## src/rtl/cnn_rd_arbiter.sv

```systemverilog
// cnn_rd_arbiter: shares one memory read port between the CNN picture-data
// (pic) and weight (wgt) read clients. Only one transaction is outstanding at
// a time, and the clients take turns when both are requesting.
//
// Ports:
//   clk, rst_n                    clock, synchronous active-low reset
//   pic_req/start_addr/size_bytes picture client request (level, held to gnt)
//   pic_gnt, pic_data             one-cycle grant pulse with returned data
//   wgt_*                         same as pic_*, for the weight client
//   mem_req/start_addr/size_bytes request forwarded to memory
//   mem_gnt                       memory accepted the request
//   mem_rd_valid, mem_rd_data     one-cycle read data return
//   arb_busy                      transaction in progress (not IDLE)
//   arb_err                       sticky read-timeout flag, cleared by reset
module cnn_rd_arbiter #(
  parameter int ADDR_WIDTH      = 19,
  parameter int MEM_DATA_BUS    = 128,
  parameter int MAX_BYTES_TO_RD = 20,
  parameter int SIZE_W          = $clog2(MAX_BYTES_TO_RD) + 1,
  parameter int TIMEOUT_CYC     = 255
) (
  input  logic                    clk,
  input  logic                    rst_n,
  input  logic                    pic_req,
  input  logic [ADDR_WIDTH-1:0]   pic_start_addr,
  input  logic [SIZE_W-1:0]       pic_size_bytes,
  output logic                    pic_gnt,
  output logic [MEM_DATA_BUS-1:0] pic_data,
  input  logic                    wgt_req,
  input  logic [ADDR_WIDTH-1:0]   wgt_start_addr,
  input  logic [SIZE_W-1:0]       wgt_size_bytes,
  output logic                    wgt_gnt,
  output logic [MEM_DATA_BUS-1:0] wgt_data,
  output logic                    mem_req,
  output logic [ADDR_WIDTH-1:0]   mem_start_addr,
  output logic [SIZE_W-1:0]       mem_size_bytes,
  input  logic                    mem_gnt,
  input  logic                    mem_rd_valid,
  input  logic [MEM_DATA_BUS-1:0] mem_rd_data,
  output logic                    arb_busy,
  output logic                    arb_err
);

  typedef enum logic [2:0] {
    S_IDLE,
    S_ISSUE,
    S_WAIT_DATA,
    S_RESP,
    S_HOLD
  } state_t;

  localparam logic [SIZE_W-1:0] MAX_SIZE = SIZE_W'(MAX_BYTES_TO_RD);
  localparam logic [8:0]        TO_LIM   = 9'(TIMEOUT_CYC);

  state_t                  state_q, state_d;
  logic                    prio_q;      // 0: pic wins a tie, 1: wgt wins
  logic                    owner_q;     // 0: pic, 1: wgt
  logic [ADDR_WIDTH-1:0]   addr_q;
  logic [SIZE_W-1:0]       size_q;
  logic [7:0]              tcnt_q;
  logic                    err_q;
  logic [MEM_DATA_BUS-1:0] pic_data_q, wgt_data_q;

  logic                    win_wgt;
  logic [SIZE_W-1:0]       win_size_raw, win_size;
  logic [8:0]              tcnt_inc;
  logic                    latch, tcnt_clr, err_set, cap_en, cap_wgt;
  logic [MEM_DATA_BUS-1:0] cap_data;

  assign win_wgt      = wgt_req && (!pic_req || prio_q);
  assign win_size_raw = win_wgt ? wgt_size_bytes : pic_size_bytes;
  assign win_size     = (win_size_raw > MAX_SIZE) ? MAX_SIZE : win_size_raw;
  // Timeout fires on the cycle whose increment would reach the limit, so the
  // grant lands exactly TIMEOUT_CYC cycles after entering WAIT_DATA.
  assign tcnt_inc     = {1'b0, tcnt_q} + 9'd1;

  // Returned data is written straight into the owner's output register on the
  // transition into RESP, so it is visible during the grant cycle and then
  // simply holds until that client's next grant.
  always_comb begin
    state_d  = state_q;
    latch    = 1'b0;
    tcnt_clr = 1'b0;
    err_set  = 1'b0;
    cap_en   = 1'b0;
    cap_data = '0;
    cap_wgt  = (state_q == S_IDLE) ? win_wgt : owner_q;
    case (state_q)
      S_IDLE: begin
        if (pic_req || wgt_req) begin
          latch = 1'b1;
          if (win_size == '0) begin
            cap_en  = 1'b1;
            state_d = S_RESP;
          end else begin
            state_d = S_ISSUE;
          end
        end
      end
      S_ISSUE: begin
        if (mem_gnt) begin
          if (mem_rd_valid) begin
            cap_en   = 1'b1;
            cap_data = mem_rd_data;
            state_d  = S_RESP;
          end else begin
            tcnt_clr = 1'b1;
            state_d  = S_WAIT_DATA;
          end
        end
      end
      S_WAIT_DATA: begin
        if (mem_rd_valid) begin
          cap_en   = 1'b1;
          cap_data = mem_rd_data;
          state_d  = S_RESP;
        end else if (tcnt_inc == TO_LIM) begin
          cap_en  = 1'b1;
          err_set = 1'b1;
          state_d = S_RESP;
        end
      end
      S_RESP:  state_d = S_HOLD;
      S_HOLD:  state_d = S_IDLE;
      default: state_d = S_IDLE;
    endcase
  end

  always_ff @(posedge clk) begin
    if (!rst_n) begin
      state_q    <= S_IDLE;
      prio_q     <= 1'b0;
      owner_q    <= 1'b0;
      addr_q     <= '0;
      size_q     <= '0;
      tcnt_q     <= '0;
      err_q      <= 1'b0;
      pic_data_q <= '0;
      wgt_data_q <= '0;
    end else begin
      state_q <= state_d;
      if (latch) begin
        owner_q <= win_wgt;
        addr_q  <= win_wgt ? wgt_start_addr : pic_start_addr;
        size_q  <= win_size;
      end
      if (tcnt_clr)
        tcnt_q <= '0;
      else if (state_q == S_WAIT_DATA && tcnt_q != '1)
        tcnt_q <= tcnt_q + 8'd1;
      if (err_set)
        err_q <= 1'b1;
      if (cap_en) begin
        if (cap_wgt) wgt_data_q <= cap_data;
        else         pic_data_q <= cap_data;
      end
      if (state_q == S_RESP)
        prio_q <= ~owner_q;
    end
  end

  assign mem_req        = (state_q == S_ISSUE);
  assign mem_start_addr = addr_q;
  assign mem_size_bytes = size_q;
  assign pic_gnt        = (state_q == S_RESP) && !owner_q;
  assign wgt_gnt        = (state_q == S_RESP) &&  owner_q;
  assign pic_data       = pic_data_q;
  assign wgt_data       = wgt_data_q;
  assign arb_busy       = (state_q != S_IDLE);
  assign arb_err        = err_q;

endmodule

```

## config.mk

```make
export PLATFORM = sky130hd
export DESIGN_NAME = cnn_rd_arbiter
export DESIGN_NICKNAME = d
export VERILOG_FILES = /design/src/rtl/cnn_rd_arbiter.sv
export SDC_FILE = /design/constraint.sdc
export NUM_CORES = 1
export LEC_CHECK = 0
export CORE_MARGIN = 4
export CORE_UTILIZATION = 30
export CTS_BUF_LIST = sky130_fd_sc_hd__clkbuf_8
export DETAILED_ROUTE_END_ITERATION = 10
export PLACE_DENSITY = 0.61
export SLEW_MARGIN = 20
export SYNTH_ARGS = -nofsm -noshare
export SYNTH_HDL_FRONTEND = slang
export SYNTH_SLANG_ARGS = --single-unit
export TNS_END_PERCENT = 30
```

## constraint.sdc

```tcl
create_clock -name clk -period 1.9 [get_ports clk]
set_clock_uncertainty 0.2 [all_clocks]
set_input_delay 0.38 -clock clk [delete_from_list [all_inputs] [get_ports clk]]
set_output_delay 0.38 -clock clk [all_outputs]
set_load 0.02 [all_outputs]
```

* Word-level counts from Yosys, hierarchy flattened
Index checks and enable logic that the tools add are counted. Widths: inputs -> output; s select.
Cells by class: add/subtract/negate cells 2, $lt $le $gt $ge 1, equality and inequality tests 8, muxes and demuxes 28, bitwise operators 3, reduce and logical (&&, ||, !) cells 15
Operators by type and width (number):
- $mux 128 | 2
- $pmux 128 s2 | 1
- $mux 19 | 1
- $mux 1 | 15
- $mux 3 | 4
- $mux 6 | 2
- $pmux 3 s4 | 1
- $add 8x1->9 const B | 1
- $eq 9x8->1 const B | 1
- $add 8x1->8 const B | 1
- $ne 8x8->1 const B | 1
- $eq 3x2->1 const B | 2
- $gt 6x5->1 const B | 1
- $logic_not 6->1 | 1
- $logic_and 1x1->1 | 4
- $ne 2x1->1 const B | 2
- $reduce_and 2->1 | 2
- $eq 3x1->1 const B | 1
- $logic_not 3->1 | 1
- $ne 3x3->1 const B | 1
- $not 1->1 | 3
- $pmux 1 s3 | 1
- $reduce_and 3->1 | 1
- $reduce_bool 3->1 | 1
- other kinds (4) | 6
Storage, ports and cells: bits in registers 295, input port bits 184, output and inout port bits 286, logic and storage cells 66

* Logic depth before layout (Yosys ltp)
depth in word-level cells 11, gate-level depth with buffers 9, depth with buffers taken out 7

* Worst setup path after synthesis
OpenSTA, ideal clock, no wires.
path kind flip-flop to flip-flop, start reg tcnt_q[0], end reg pic_data_q[56] (netlist: pic_data[56]), setup time 0.125 ns, arrival 1.749 ns, data required time 1.575 ns, path slack -0.174 ns, stages on the path, launching flop included 9, buffers on the path 2, clock period less this slack 2.074 ns, cell sequence dfxtp_1 -> ha_1 -> inv_1 -> nor3b_1 -> o21ai_1 -> buf_2 -> buf_2 -> o2111ai_1 -> nand3_1
On the way: cells in the longest elaborated chain, start to end 6
RTL lines:
- from (decl) | line 60 | logic [7:0] tcnt_q;
- from (signal assigned) | line 150 | tcnt_q <= tcnt_q + 8'd1;
- $add 8x1->9 | line 75 | assign tcnt_inc = {1'b0, tcnt_q} + 9'd1;
- $eq 9x8->1 | line 117 | end else if (tcnt_inc == TO_LIM) begin
- $mux 1 | line 117
- $mux 1 | line 113 | if (mem_rd_valid) begin
- $pmux 1 s3 | line 88 | case (state_q)
- $reduce_and 2->1 (no line)
- to (signal assigned) | line 155 | else pic_data_q <= cap_data;
- to (decl) | line 62 | logic [MEM_DATA_BUS-1:0] pic_data_q, wgt_data_q;
No other way between the ends. A chain may end at the register's enable or synchronous reset.

* Worst setup path in the final report
start in wgt_size_bytes[2], end reg wgt_data_q[75] (netlist: wgt_data[75])
On the way: cells in the longest elaborated chain, start to end 8
RTL lines:
- from (decl) | line 31 | input logic [SIZE_W-1:0] wgt_size_bytes,
- $mux 6 (*) | line 71 | assign win_size_raw = win_wgt ? wgt_size_bytes : pic_size_bytes;
- $gt 6x5->1 | line 72 | assign win_size = (win_size_raw > MAX_SIZE) ? MAX_SIZE : win_size_raw;
- $mux 6 (*) | line 72
- $logic_not 6->1 (*) | line 92 | if (win_size == '0) begin
- $mux 1 (*) | line 92
- $mux 1 (*) | line 90 | if (pic_req || wgt_req) begin
- $pmux 1 s3 (*) | line 88
- $reduce_and 2->1 (no line) (*)
- to (signal assigned) | line 154 | if (cap_wgt) wgt_data_q <= cap_data;
- to (decl) | line 62
Every way passes the cells marked *; elsewhere a longest branch is shown, timed or not.

==> summary.txt <==
Status
  • Status: finished with violations
  • Failing checks: negative setup slack

Clock network
  • Inserted Clock Buffers: 56
  • Max clock buf depth: 3
  • Clk sinks: 295
  • Clk pin slew, worst setup/hold paths: 0.06 ns
  • CTS tree: built
  • Clock Tree Root: clkbuf_8
  • CTS H-tree lvls: 2
  • Clock Latency Late Sink: 0.63 ns

Floorplanning
  • Die X: 237.1 um
  • Starting density of the core: 30.50%
  • Core Area: 51610 um2
  • Die height: 237.1 um
  • Row count: 83
  • Die area: 56200 um2
  • I/O pin count: 470

Synthesis
  • Number of synthesized flops with an enable pin: 0
  • Unique masters post-synth: 58
  • Most used DFF post-synth: dfxtp_1
  • Sequential element share of the synthesized area: 37.51%
  • FF+latch count, synth: 295
  • Mapped Area: 15740 um2
  • Mean Syn Cell Area: 7.805 um2
  • Asr flop ratio synth: 0%
  • Mapped Cells: 2017
  • Syn Nets: 2203
  • Synth warnings: 0

Worst setup path
  • Worst R2R Setup Slack: -0.24 ns
  • CP Launch Point: wgt_size_bytes[2]
  • Crit path required time: 2.19 ns
  • Worst-path fanout max: 9
  • Critical path startpoint category: input port
  • CP arrival: 2.47 ns
  • R2R Path Start: state_q[0]
  • CP Class: in -> reg
  • CP endpoint kind: register

Global routing
  • Number of global-route vias before repair: 17.60k
  • Initial antenna violation count: 4
  • First-pass GRT wire length: 102.2 mm
  • GRT Overall Usage: 22.19%
  • Largest net degree at the start of global routing: 56
  • Total gr overflow: 0

Pwr
  • Leakage: 11.24 nW
  • P per Cell Area: 773.3 nW/um2
  • Power Total: 19.85 mW
  • VDD IR max: 0.6785 mV

STA
  • WHS: 0.1312 ns
  • Final worst path period need: 2.175 ns
  • Worst slew pin tran: 0.3648 ns
  • Slew Viols, Final: 0
  • Normalized max-slew margin: 75.05%
  • RSZ-0062 raised after global routing: true
  • Period utilization: 114.5%
  • Fmax: 459.8 MHz
  • Setup ws final: -0.2748 ns
  • Fin. Hold Viols: 0
  • Setup-failing EPs final: 325

Layout
  • Share of cells above drive strength 1: 22.98%
  • Nets: 2768
  • Most frequent cells in the layout: nand3_1, nand2_1, dfxtp_1
  • Commonest non-fill, non-tap cell in the layout: nand3_1
  • Synthesis-to-layout area growth: 63.09%
  • Final core utilization: 49.74%
  • Fill cells: 4839

Placed design
  • Port bufs: 469
  • Final HPWL DP: 43.21 mm
  • Routability Congestion: 0.8482

Routing
  • Vias per inst: 5.536
  • DRT iter0 DRCs: 1401
  • Routed WL: 70.38 mm
  • DR WL/cell: 21.26 um
  • DRC viols: 0
  • Antenna-violating nets left: 0
  • First-pass iteration count of the detailed router: 7
  • Routed vias: 18.33k

Min path
  • Hold Path Class: in -> reg
  • Hold Path Origin: wgt_start_addr[17]

Job
  • Max_cap viols: 0
==> synthesized netlist by cell type, types with 3 or more instances <==
cell type / n / area [um2]
buf_2: 93 / 465.5
nand2b_1: 3 / 18.77
mux2i_1: 4 / 40.04
inv_1: 8 / 30.03
xor2_1: 3 / 26.28
buf_6: 22 / 247.7
a21oi_1: 5 / 25.02
dfxtp_1: 295 / 5906
nand2_1: 302 / 1134
nand3b_1: 4 / 30.03
and2_1: 257 / 1608
o21ai_1: 4 / 20.02
a211oi_1: 4 / 30.03
nor2_1: 41 / 153.9
buf_4: 24 / 180.2
nor3_1: 3 / 15.01
nand3_1: 518 / 2592
a311oi_1: 19 / 166.4
clkbuf_1: 99 / 371.6
o2111ai_1: 256 / 2242
o21ai_0: 4 / 20.02
==> final cells by class <==
| type | count | area, um2 | area share, % |
|---|---|---|---|
| tap | 680 | 850.8 | 3.314 |
| timing repair buffer | 748 | 8033 | 31.29 |
| multi-input combinational | 1472 | 9565 | 37.26 |
| clock inverter | 25 | 176.4 | 0.6871 |
| inverter | 9 | 33.78 | 0.1316 |
| antenna | 3 | 7.507 | 0.02924 |
| clock buffer | 79 | 1087 | 4.235 |
| sequential | 295 | 5921 | 23.06 |
==> state kept, by name, summed over array words and instances (netlist names) <==
| name | count |
|---|---|
| arb_err | 1 |
| mem_size_bytes | 6 |
| mem_start_addr | 19 |
| owner_q | 1 |
| pic_data | 128 |
| prio_q | 1 |
| state_q | 3 |
| tcnt_q | 8 |
| wgt_data | 128 |
==> worst max-delay path: stages <==
cell and delay [ns]:
clkdlybuf4s50_1 0.42, or4_4 0.50, nor4_4 0.34, o21ai_4 0.10
buf_12 0.17, buf_16 0.17, clkbuf_16 0.19, o2111ai_1 0.08
nand3_1 0.09
==> repair_timing <==
action	4_1_cts	5_1_grt
setup buffers	20	9
resized for setup	565	155
endpoints found under the hold margin	1	0
endpoints found under the setup margin	567	519
pin swaps	18	70
cloned	16	22
hold buffers	1	0
==> worst paths after layout <==
check	endpoint	cells past startpoint
setup reg to reg	pic_data[100]	8
hold reg to reg	mem_size_bytes[4]	2
setup / recovery	wgt_data[75]	9
hold / removal	mem_start_addr[17]	3
==> power breakdown <==
part	internal [mW]	switching (mW)	total, mW
registers	6.81	0.340	7.15
logic	2.55	3.20	5.75
clock network	3.96	2.99	6.96
total	13.3	6.53	19.9
==> per-layer routing <==
layer  vias up  GRT usage, %  wire length (um)  part of all wire, %
met4         2         8.050              2528                  3.6
li1       8535             -                 -                    -
met3       140         5.206              5218                  7.4
met2       720         37.56             34450                   49
met5         -             0                13                0.018
met1      8934         27.56             28170                   40
==> per-stage QoR <==
step                setup slack (ns)  std cells  cell area [um2]  setup TNS, ns
floorplan                   -0.07538       2017            15780         -15.53
global placement             -0.7485       3139            22450        -186.04
detailed placement           -0.8329       3139            22450        -198.33
CTS                          -0.2944       3279            24210         -63.01
global route                 -0.3196       3311            25670         -85.54
finish                       -0.2748       3311            25670         -54.35
==> cells by family (layout without fill, tap and decap cells) <==
logic type	Yosys count	count (layout)	share of synthesized area, %
fa+ha+maj	2	2	0.1589
flops	295	295	37.51
simple gates	1148	1148	36.35
buf+inv	250	861	8.345
xor+xnor	5	5	0.2782
compound gates	313	313	17.10
mux	4	4	0.2543
other cells	0	3	0
Note: power is estimated with default switching activity, not from simulation.
